[config.mk]
export PLATFORM = sky130hd
export DESIGN_NAME = mux_tr_sequencer
export DESIGN_NICKNAME = d
export VERILOG_FILES = /design/src/rtl/sparhixcel_pkg.sv /design/src/rtl/tr_index_counter.sv /design/src/rtl/mux_tr_sequencer.sv
export SDC_FILE = /design/constraint.sdc
export NUM_CORES = 1
export LEC_CHECK = 0
export ABC_CLOCK_PERIOD_IN_PS = 2200
export BUFFER_PORTS_ARGS = -buffer_cell sky130_fd_sc_hd__buf_4
export CELL_PAD_IN_SITES_DETAIL_PLACEMENT = 0
export CELL_PAD_IN_SITES_GLOBAL_PLACEMENT = 1
export CORE_ASPECT_RATIO = 0.7
export CORE_MARGIN = 2
export CORE_UTILIZATION = 34
export DETAILED_ROUTE_END_ITERATION = 12
export HOLD_SLACK_MARGIN = 0.12
export PLACE_DENSITY = 0.68
export SLEW_MARGIN = 40
export SYNTH_ARGS = -nofsm -noshare
export SYNTH_HDL_FRONTEND = slang
export SYNTH_HIERARCHICAL = 1
export SYNTH_SLANG_ARGS = --single-unit
[constraint.sdc]
create_clock -name clk_i -period 2.2 [get_ports clk_i]
set_input_delay 0 -clock clk_i [delete_from_list [all_inputs] [get_ports clk_i]]
set_output_delay 0 -clock clk_i [all_outputs]
set_load 0.01 [all_outputs]
[src/rtl/sparhixcel_pkg.sv]
// rtl/sparhixcel_pkg.sv - shared sequencer state encoding and length-width helper
package sparhixcel_pkg;

  typedef enum logic [1:0] {
    IDLE   = 2'd0,
    LOAD   = 2'd1,
    STREAM = 2'd2,
    DONE   = 2'd3
  } seq_state_t;

  // Length field must hold counts 0..max_len inclusive.
  function automatic int len_width(input int max_len);
    return $clog2(max_len + 1);
  endfunction

endpackage

[src/rtl/tr_index_counter.sv]
// rtl/tr_index_counter.sv - entry index with clear/increment and last-entry detect
module tr_index_counter #(
  parameter int IDX_W = 4,
  parameter int LEN_W = 4
) (
  input  logic             clk,
  input  logic             rst_n,
  input  logic             clear,
  input  logic             incr,
  input  logic [LEN_W-1:0] limit,
  output logic [IDX_W-1:0] idx,
  output logic [IDX_W-1:0] idx_next,
  output logic             tc
);
  localparam int SW = IDX_W + LEN_W;

  assign idx_next = idx + IDX_W'(1);
  // Terminal when idx == limit-1, compared at a common width so limit=0 never matches.
  assign tc = (SW'(idx) + SW'(1)) == SW'(limit);

  always_ff @(posedge clk or negedge rst_n) begin
    if (!rst_n) begin
      idx <= '0;
    end else if (clear) begin
      idx <= '0;
    end else if (incr) begin
      idx <= idx_next;
    end
  end
endmodule

[src/rtl/mux_tr_sequencer.sv]
// rtl/mux_tr_sequencer.sv - sweeps a mux select across eff_len entries with valid/ready pacing
module mux_tr_sequencer
  import sparhixcel_pkg::*;
#(
  parameter int LEN_TRANSFER     = 10,
  parameter int MAX_LEN_TRANSFER = 10,
  parameter int SEL_MUX_TR_WIDTH = $clog2(MAX_LEN_TRANSFER),
  parameter int LEN_WIDTH        = len_width(MAX_LEN_TRANSFER)
) (
  input  logic                        clk_i,
  input  logic                        rst_n_i,
  input  logic                        start_i,
  input  logic [LEN_WIDTH-1:0]        len_i,
  input  logic                        abort_i,
  input  logic                        tr_ready_i,
  output logic [SEL_MUX_TR_WIDTH-1:0] sel_mux_tr_o,
  output logic                        sel_mux_tr_ld_o,
  output logic                        sel_mux_tr_rst_o,
  output logic                        tr_valid_o,
  output logic                        tr_last_o,
  output logic                        busy_o,
  output logic                        done_o
);
  seq_state_t                  state, state_nxt;
  logic [LEN_WIDTH-1:0]        eff_len;
  logic [SEL_MUX_TR_WIDTH-1:0] idx, idx_next;
  logic                        idx_clear, idx_incr, idx_tc;

  tr_index_counter #(
    .IDX_W(SEL_MUX_TR_WIDTH),
    .LEN_W(LEN_WIDTH)
  ) u_index (
    .clk     (clk_i),
    .rst_n   (rst_n_i),
    .clear   (idx_clear),
    .incr    (idx_incr),
    .limit   (eff_len),
    .idx     (idx),
    .idx_next(idx_next),
    .tc      (idx_tc)
  );

  assign tr_last_o = (state == STREAM) && idx_tc;

  always_comb begin
    state_nxt        = state;
    idx_clear        = 1'b0;
    idx_incr         = 1'b0;
    sel_mux_tr_o     = '0;
    sel_mux_tr_ld_o  = 1'b0;
    sel_mux_tr_rst_o = 1'b0;
    tr_valid_o       = 1'b0;
    busy_o           = 1'b0;
    done_o           = 1'b0;
    case (state)
      IDLE: begin
        if (start_i) begin
          if (len_i != '0) begin
            idx_clear = 1'b1;
            state_nxt = LOAD;
          end else begin
            state_nxt = DONE;
          end
        end
      end
      LOAD: begin
        busy_o = 1'b1;
        if (abort_i) begin
          sel_mux_tr_rst_o = 1'b1;
          state_nxt        = IDLE;
        end else begin
          sel_mux_tr_ld_o = 1'b1;
          state_nxt       = STREAM;
        end
      end
      STREAM: begin
        busy_o     = 1'b1;
        tr_valid_o = 1'b1;
        // Abort wins over a coincident handshake and swallows its load strobe.
        if (abort_i) begin
          sel_mux_tr_rst_o = 1'b1;
          state_nxt        = IDLE;
        end else if (tr_ready_i) begin
          if (idx_tc) begin
            state_nxt = DONE;
          end else begin
            sel_mux_tr_ld_o = 1'b1;
            sel_mux_tr_o    = idx_next;
            idx_incr        = 1'b1;
          end
        end
      end
      DONE: begin
        done_o           = 1'b1;
        sel_mux_tr_rst_o = 1'b1;
        state_nxt        = IDLE;
      end
      default: state_nxt = IDLE;
    endcase
  end

  always_ff @(posedge clk_i or negedge rst_n_i) begin
    if (!rst_n_i) begin
      state   <= IDLE;
      eff_len <= '0;
    end else begin
      state <= state_nxt;
      if (state == IDLE && start_i && len_i != '0) begin
        eff_len <= (len_i > LEN_WIDTH'(LEN_TRANSFER)) ? LEN_WIDTH'(LEN_TRANSFER) : len_i;
      end
    end
  end
endmodule

==> impl_metrics.json, run 1 <==
{
  "first_global_vias": 610,
  "synth_top_family_by_area": "simple AND/OR/NAND/NOR gates",
  "hpwlAfterDp_um": 1240,
  "status": "completed",
  "io_pins": 19,
  "htreeDepth": 1,
  "via_count": 662,
  "combPwrFrac": 0.543,
  "viasPerCell": 4.60,
  "antennaDiodeCount": 0,
  "crit_family": "flip-flops",
  "peakVddDrop_mv": 0.384,
  "place_inst": 131,
  "drt_iter0_drc": 9,
  "synth-compound-area-share": 0.114,
  "slowest_stage": "dfrtp_2",
  "yosys_warnings": 6,
  "hold_viol": 0,
  "drive_above_1_share": 0.304,
  "slew_viol_final": 0,
  "synthMuxAreaShare": 0.0595,
  "relSlewSlack": 0.702,
  "final.fill_count": 196,
  "clk_path_buf_depth": 2,
  "dieArea_um2": 2630,
  "synth_fa_ha_area_frac": 0.116,
  "cp_max_fo": 8,
  "ys_seq_elements": 10,
  "synth_xor_area_frac": 0.112,
  "seqPwrFrac": 0.298,
  "max_freq_mhz": 485,
  "synth-edff-count": 0,
  "whs_ps": 139,
  "p_int_w": 0.000643,
  "fin_skew_ps": 2.73,
  "multi_input_area_um2": 497,
  "start_util": 0.357,
  "critical_path_class": "flip-flop to output port",
  "routedWlPerCell_um": 11.6,
  "io_buffers": 18,
  "clkLatencyLatePin_ps": 270,
  "grt_pass1_wl_um": 2660,
  "crit_chain": "ha_4 -> xor2_1 -> nor2_1 -> o2111a_1 -> nor4b_2 -> buf_4 -> a21oi_1 -> nor2b_1 -> buf_4",
  "setup_viol": 0,
  "track_usage": 0.139,
  "nNetsFinal": 129,
  "cp-end-kind": "output port",
  "rsz0062_at_grt": "false",
  "die_width_um": 60.4,
  "gp_congestion": 0.764,
  "finalCriticalPeriod_ps": 2060,
  "ys_seq_area_frac": 0.331,
  "avgSynthCellArea_um2": 9.58,
  "crit_path_start_kind": "flip-flop",
  "cp.buffers_inverters": 2,
  "cts_root_buffer": "clkbuf_4",
  "die_h_um": 43.5,
  "tritoncts": "built",
  "tns_ps": 0,
  "core_um2": 2120,
  "routed_wl_um": 1670,
  "row_count": 14,
  "synth_flop_cell": "dfrtp_1",
  "drc": 0,
  "antenna_found_initial": 0,
  "cts_buffers": 3,
  "crit_path_frequent_cell": "buf_4",
  "swShare": 0.388,
  "yosys.area_share.simple": 0.238,
  "synthDistinctLibCells": 26,
  "worstMarginPinSlew_ps": 445,
  "required_ps": 2200,
  "finalCritPeriodShare": 0.937,
  "p_switching_w": 0.000407,
  "drv_cap": 0,
  "critical-path-max-stage-delay_ps": 440,
  "power_density_nw_per_um2": 968,
  "seqCellArea_um2": 254,
  "clock_sinks": 10,
  "overflow": 0,
  "p_clk_frac": 0.159,
  "hold_class": "primary input to flip-flop",
  "cp.arrival_ps": 2060,
  "dr.pass1.iters": 4,
  "fin_cells": 144,
  "leakage_nw": 0.504,
  "synth_area_um2": 757,
  "clk_pin_slew_worst_paths_ps": 70,
  "syn_to_final_growth_pct": 43.3,
  "async_flop_share": 1.00,
  "synth_nets": 95,
  "grt_max_degree": 11,
  "antenna_left": 0,
  "netlist_instances": 79
}
## layer usage
metal | routed length [µm] | vias to the layer above | share of wire | track usage
met5 | 0 | - | 0 | 0
met3 | 58 | 4 | 0.035 | 0.0209
met1 | 866 | 302 | 0.52 | 0.206
li1 | - | 338 | - | -
met2 | 713 | 18 | 0.43 | 0.191
met4 | 31 | 0 | 0.019 | 0.0800
## repair_timing
action / 4_1_cts / 5_1_grt
endpoints found under the hold margin: 14 / 0
endpoints found under the setup margin: 0 / 6
hold buffers: 7 / 0
resized for setup: 0 / 4
setup buffers: 0 / 2
## power by group through the flow
stage               Clock, W  Combinational (W)  Sequential, W
finish              0.000167           0.000570       0.000313
global route        0.000181           0.000625       0.000322
CTS                 0.000170           0.000561       0.000309
detailed placement         0           0.000532       0.000312
global placement           0           0.000539       0.000309
floorplan                  0           0.000368       0.000294
## kinds of logic after synthesis
logic type               after synthesis
AND/OR/NAND/NOR                       30
adder cells (fa/ha/maj)                7
multiplexers                           4
XOR/XNOR                               8
AO/OA/AOI/OAI                         14
buffers and inverters                  6
flip-flops                            10
## cells in the final DEF, fill, tap and decap left out
cell           synthesis  final
or2b_1                 1      1
clkbuf_4               0      3
nor2_2                 1      1
nand3_1                1      1
ha_1                   7      6
inv_1                  6      6
dfrtp_1               10      7
o22ai_1                1      1
nand2b_1               2      2
o211ai_1               2      2
clkbuf_8               0      1
nand2_1                3      3
dfrtp_2                0      3
o21ai_0                2      2
a32oi_1                1      1
nor4b_2                1      1
nor4_4                 1      1
and2_1                 6      6
o2111a_1               1      1
xor3_1                 1      1
mux2_4                 1      1
nand4_1                2      2
mux2i_1                3      3
nor2b_1                2      2
nor3_1                 1      1
xor2_1                 4      4
buf_4                  0     22
dlygate4sd3_1          0      7
nor2_1                 9      9
ha_4                   0      1
xnor2_1                3      3
a21oi_1                7      7
## flip-flops by register name (all words and copies together) (netlist names)
name	cells
state	2
u_index/idx	4
eff_len	4
## stage by stage
| step | setup slack [ps] | total power (W) | cell area [µm²] | util |
|---|---|---|---|---|
| 2_1_floorplan | 33.2 | 0.000662 | 757 | - |
| 5_1_grt | 4.07 | 0.00113 | 1080 | 0.512 |
| 6_report | 138 | 0.00105 | 1080 | 0.512 |
| 4_1_cts | 11.4 | 0.00104 | 1050 | 0.497 |
| 3_5_place_dp | 144 | 0.000844 | 947 | 0.447 |
| 3_3_place_gp | 214 | 0.000848 | 947 | 0.447 |
## worst paths after layout
kind / from / to / slack [ps] / cells after the start
setup / recovery: u_index/idx[1] / sel_mux_tr_ld_o / 140 / 9
hold / removal: len_i[0] / state[1] / 140 / 4
setup reg to reg: u_index/idx[1] / u_index/idx[1] / 220 / 9
hold reg to reg: eff_len[1] / eff_len[1] / 570 / 2
max in group asynchronous: rst_n_i / u_index/idx[1] / 1110 / 3
min in group asynchronous: rst_n_i / eff_len[0] / 750 / 3
## worst reg2reg max path, cell delays in order, from the launching register on
cell      delay, ps
dfrtp_2         440
ha_4            280
xor2_1          140
nor2_1           60
o2111a_1        150
nor4b_2         250
buf_4           190
buf_4           120
mux2i_1         170
nor2_1           50
## area by class of cell
type | count | share of cell area
tap | 32 | 0.0369
inverter | 6 | 0.0208
sequential | 10 | 0.234
multi-input combinational | 63 | 0.458
timing repair buffer | 29 | 0.217
clock buffer | 4 | 0.0334
## synth_stat cells, drive strengths merged, types with 2 or more instances
master,n,share of area
ha,7,0.12
nor2b,2,0.017
inv,6,0.030
o21ai,2,0.013
nand2b,2,0.017
nand4,2,0.017
nor2,10,0.053
mux2i,3,0.040
dfrtp,10,0.33
nand2,3,0.015
o211ai,2,0.020
xnor2,3,0.035
xor2,4,0.046
and2,6,0.050
a21oi,7,0.046
Note: power is estimated with default switching activity, not from simulation.
==> run 2, diff against run 1 <==
--- a/config.mk
+++ b/config.mk
@@ -8,8 +8,9 @@
 export ABC_CLOCK_PERIOD_IN_PS = 2200
 export BUFFER_PORTS_ARGS = -buffer_cell sky130_fd_sc_hd__buf_4
+export CAP_MARGIN = 20
 export CELL_PAD_IN_SITES_DETAIL_PLACEMENT = 0
 export CELL_PAD_IN_SITES_GLOBAL_PLACEMENT = 1
 export CORE_ASPECT_RATIO = 0.7
-export CORE_MARGIN = 2
+export CORE_MARGIN = 5
 export CORE_UTILIZATION = 34
 export DETAILED_ROUTE_END_ITERATION = 12
==> constraint.sdc (replaced) <==
create_clock -name clk_i -period 2.2 [get_ports clk_i]
set_input_delay 0.55 -clock clk_i [delete_from_list [all_inputs] [get_ports clk_i]]
set_output_delay 0.55 -clock clk_i [all_outputs]
set_load 0.01 [all_outputs]
==> run 2 against run 1 <==
Effect of this change: the flow now finishes with violations (setup timing); global-route usage decreased by 0.98 points; via count increased by 2.9%; first-iteration DRC count increased by 120%; register-to-register slack got worse by 190 ps; hold slack improved by 410 ps; die area increased by 25%; critical path type unchanged; largest power group unchanged.
==> impl_metrics.json, run 2 (synthesized netlist as in run 1, its figures left out) <==
{
  "antenna_left": 0,
  "nNetsFinal": 138,
  "cts_root_buffer": "clkbuf_4",
  "first_global_vias": 711,
  "drc": 0,
  "clk_path_buf_depth": 2,
  "core_um2": 2140,
  "track_usage": 0.130,
  "mostFrequentLayoutCells": "buf_4, nor2_1, dfrtp_1",
  "grt_pass1_wl_um": 3180,
  "setup_viol": 6,
  "crit_family": "flip-flops",
  "viasPerCell": 4.45,
  "clk_pin_slew_worst_paths_ps": 70,
  "rsz0062_at_grt": "true",
  "start_util": 0.354,
  "via_count": 681,
  "htreeDepth": 1,
  "io_pins": 19,
  "overflow": 0,
  "dieArea_um2": 3280,
  "power_density_nw_per_um2": 969,
  "leakage_nw": 0.561,
  "hpwlAfterDp_um": 1430,
  "largestRegisters": "eff_len (4), u_index/idx (4), state (2)",
  "place_inst": 141,
  "gp_congestion": 0.791,
  "layout_commonest_cell": "buf_4",
  "die_width_um": 66.4,
  "cp.arrival_ps": 2030,
  "dpl_cell_area_um2": 1040,
  "cp-end-kind": "output port",
  "crit_path_start_kind": "flip-flop",
  "relSlewSlack": 0.794,
  "status": "finished, violations left",
  "final.fill_count": 203,
  "clkLatencyLatePin_ps": 270,
  "setup_ws_ps": -378,
  "cp_max_fo": 6,
  "clock_sinks": 10,
  "hold_class": "primary input to flip-flop",
  "crit_path_frequent_cell": "buf_4",
  "row_count": 14,
  "dr.pass1.iters": 4,
  "worstMarginPinSlew_ps": 309,
  "finalCriticalPeriod_ps": 2580,
  "drt_iter0_drc": 20,
  "fin_skew_ps": 6.47,
  "multi_input_area_um2": 520,
  "die_h_um": 49.5,
  "routed_wl_um": 1880,
  "whs_ps": 549,
  "required_ps": 1650,
  "critical-path-max-stage-delay_ps": 440,
  "hold_viol": 0,
  "cp.buffers_inverters": 2,
  "stdcell_area_um2": 1170,
  "violations": "setup timing",
  "seqCellArea_um2": 251,
  "slowest_stage": "dfrtp_2",
  "io_buffers": 18,
  "antennaDiodeCount": 0,
  "cts_buffers": 3,
  "dpl_worst_slack_ps": -167,
  "slew_viol_final": 0,
  "fin_cells": 153,
  "syn_to_final_growth_pct": 54.2,
  "finalCritPeriodShare": 1.17,
  "critical_path_class": "flip-flop to output port",
  "antenna_found_initial": 0,
  "max_freq_mhz": 388,
  "drv_cap": 0,
  "tritoncts": "built",
  "grt_max_degree": 11,
  "drive_above_1_share": 0.413,
  "peakVddDrop_mv": 0.377,
  "crit_chain": "ha_4 -> xor2_1 -> nor2_1 -> o2111a_2 -> nor4b_4 -> buf_4 -> a21oi_2 -> nor2b_1 -> buf_4",
  "routedWlPerCell_um": 12.3
}
run 2: cell types whose count changed in the layout (fill, tap and decap cells not counted), sizes merged:
cell         before  now
dlygate4sd3       7    1
buf              22   37
run 2: worst paths after layout:
kind | end | cells past startpoint | startpoint | slack (ps)
worst max register to register | state[1] | 11 | u_index/idx[1] | 30
min in group asynchronous | eff_len[1] | 2 | rst_n_i | 650
max in group asynchronous | u_index/idx[0] | 2 | rst_n_i | 1410
worst min-delay path | eff_len[0] | 2 | len_i[3] | 550
worst max-delay path | sel_mux_tr_ld_o | 9 | u_index/idx[0] | -380
worst min register to register | eff_len[1] | 2 | eff_len[1] | 590
run 2: cell type report:
cell class                 instances  share of cell area
clock buffer                       4              0.0225
timing repair buffer              38               0.263
multi-input combinational         63               0.446
tap                               32              0.0343
inverter                           6              0.0193
sequential                        10               0.215
run 2: through the flow:
step | util | TNS (ps) | total power [W]
floorplan | - | -294 | 0.000678
global placement | 0.489 | -455 | 0.000920
detailed placement | 0.489 | -748 | 0.000923
CTS | 0.529 | -2230 | 0.00111
global route | 0.546 | -3330 | 0.00125
finish | 0.546 | -2120 | 0.00113
run 2: layer usage:
layer	share of wire	GRT usage	wire [µm]	vias to the layer above
li1	-	-	-	354
met1	0.49	0.172	911	301
met2	0.44	0.189	818	19
met3	0.038	0.0159	72	7
met4	0.039	0.0980	74	0
met5	0	0	0	-
run 2: where the power goes:
part	switching, W	leakage (nW)	internal, W	total [W]
combinational	0.000310	0.419	0.000381	0.000690
sequential	0.0000628	0.127	0.000247	0.000310
clock	0.0000616	0.0150	0.0000700	0.000132
total	0.000434	0.561	0.000698	0.00113
run 2: repair_timing:
| action | in CTS | in global routing |
|---|---|---|
| resized for setup | 4 | 6 |
| hold buffers | 1 | 0 |
| setup endpoints to repair | 6 | 11 |
| buffers inserted | 5 | 4 |
| hold endpoints to repair | 10 | 0 |
| pin swaps | 4 | 5 |
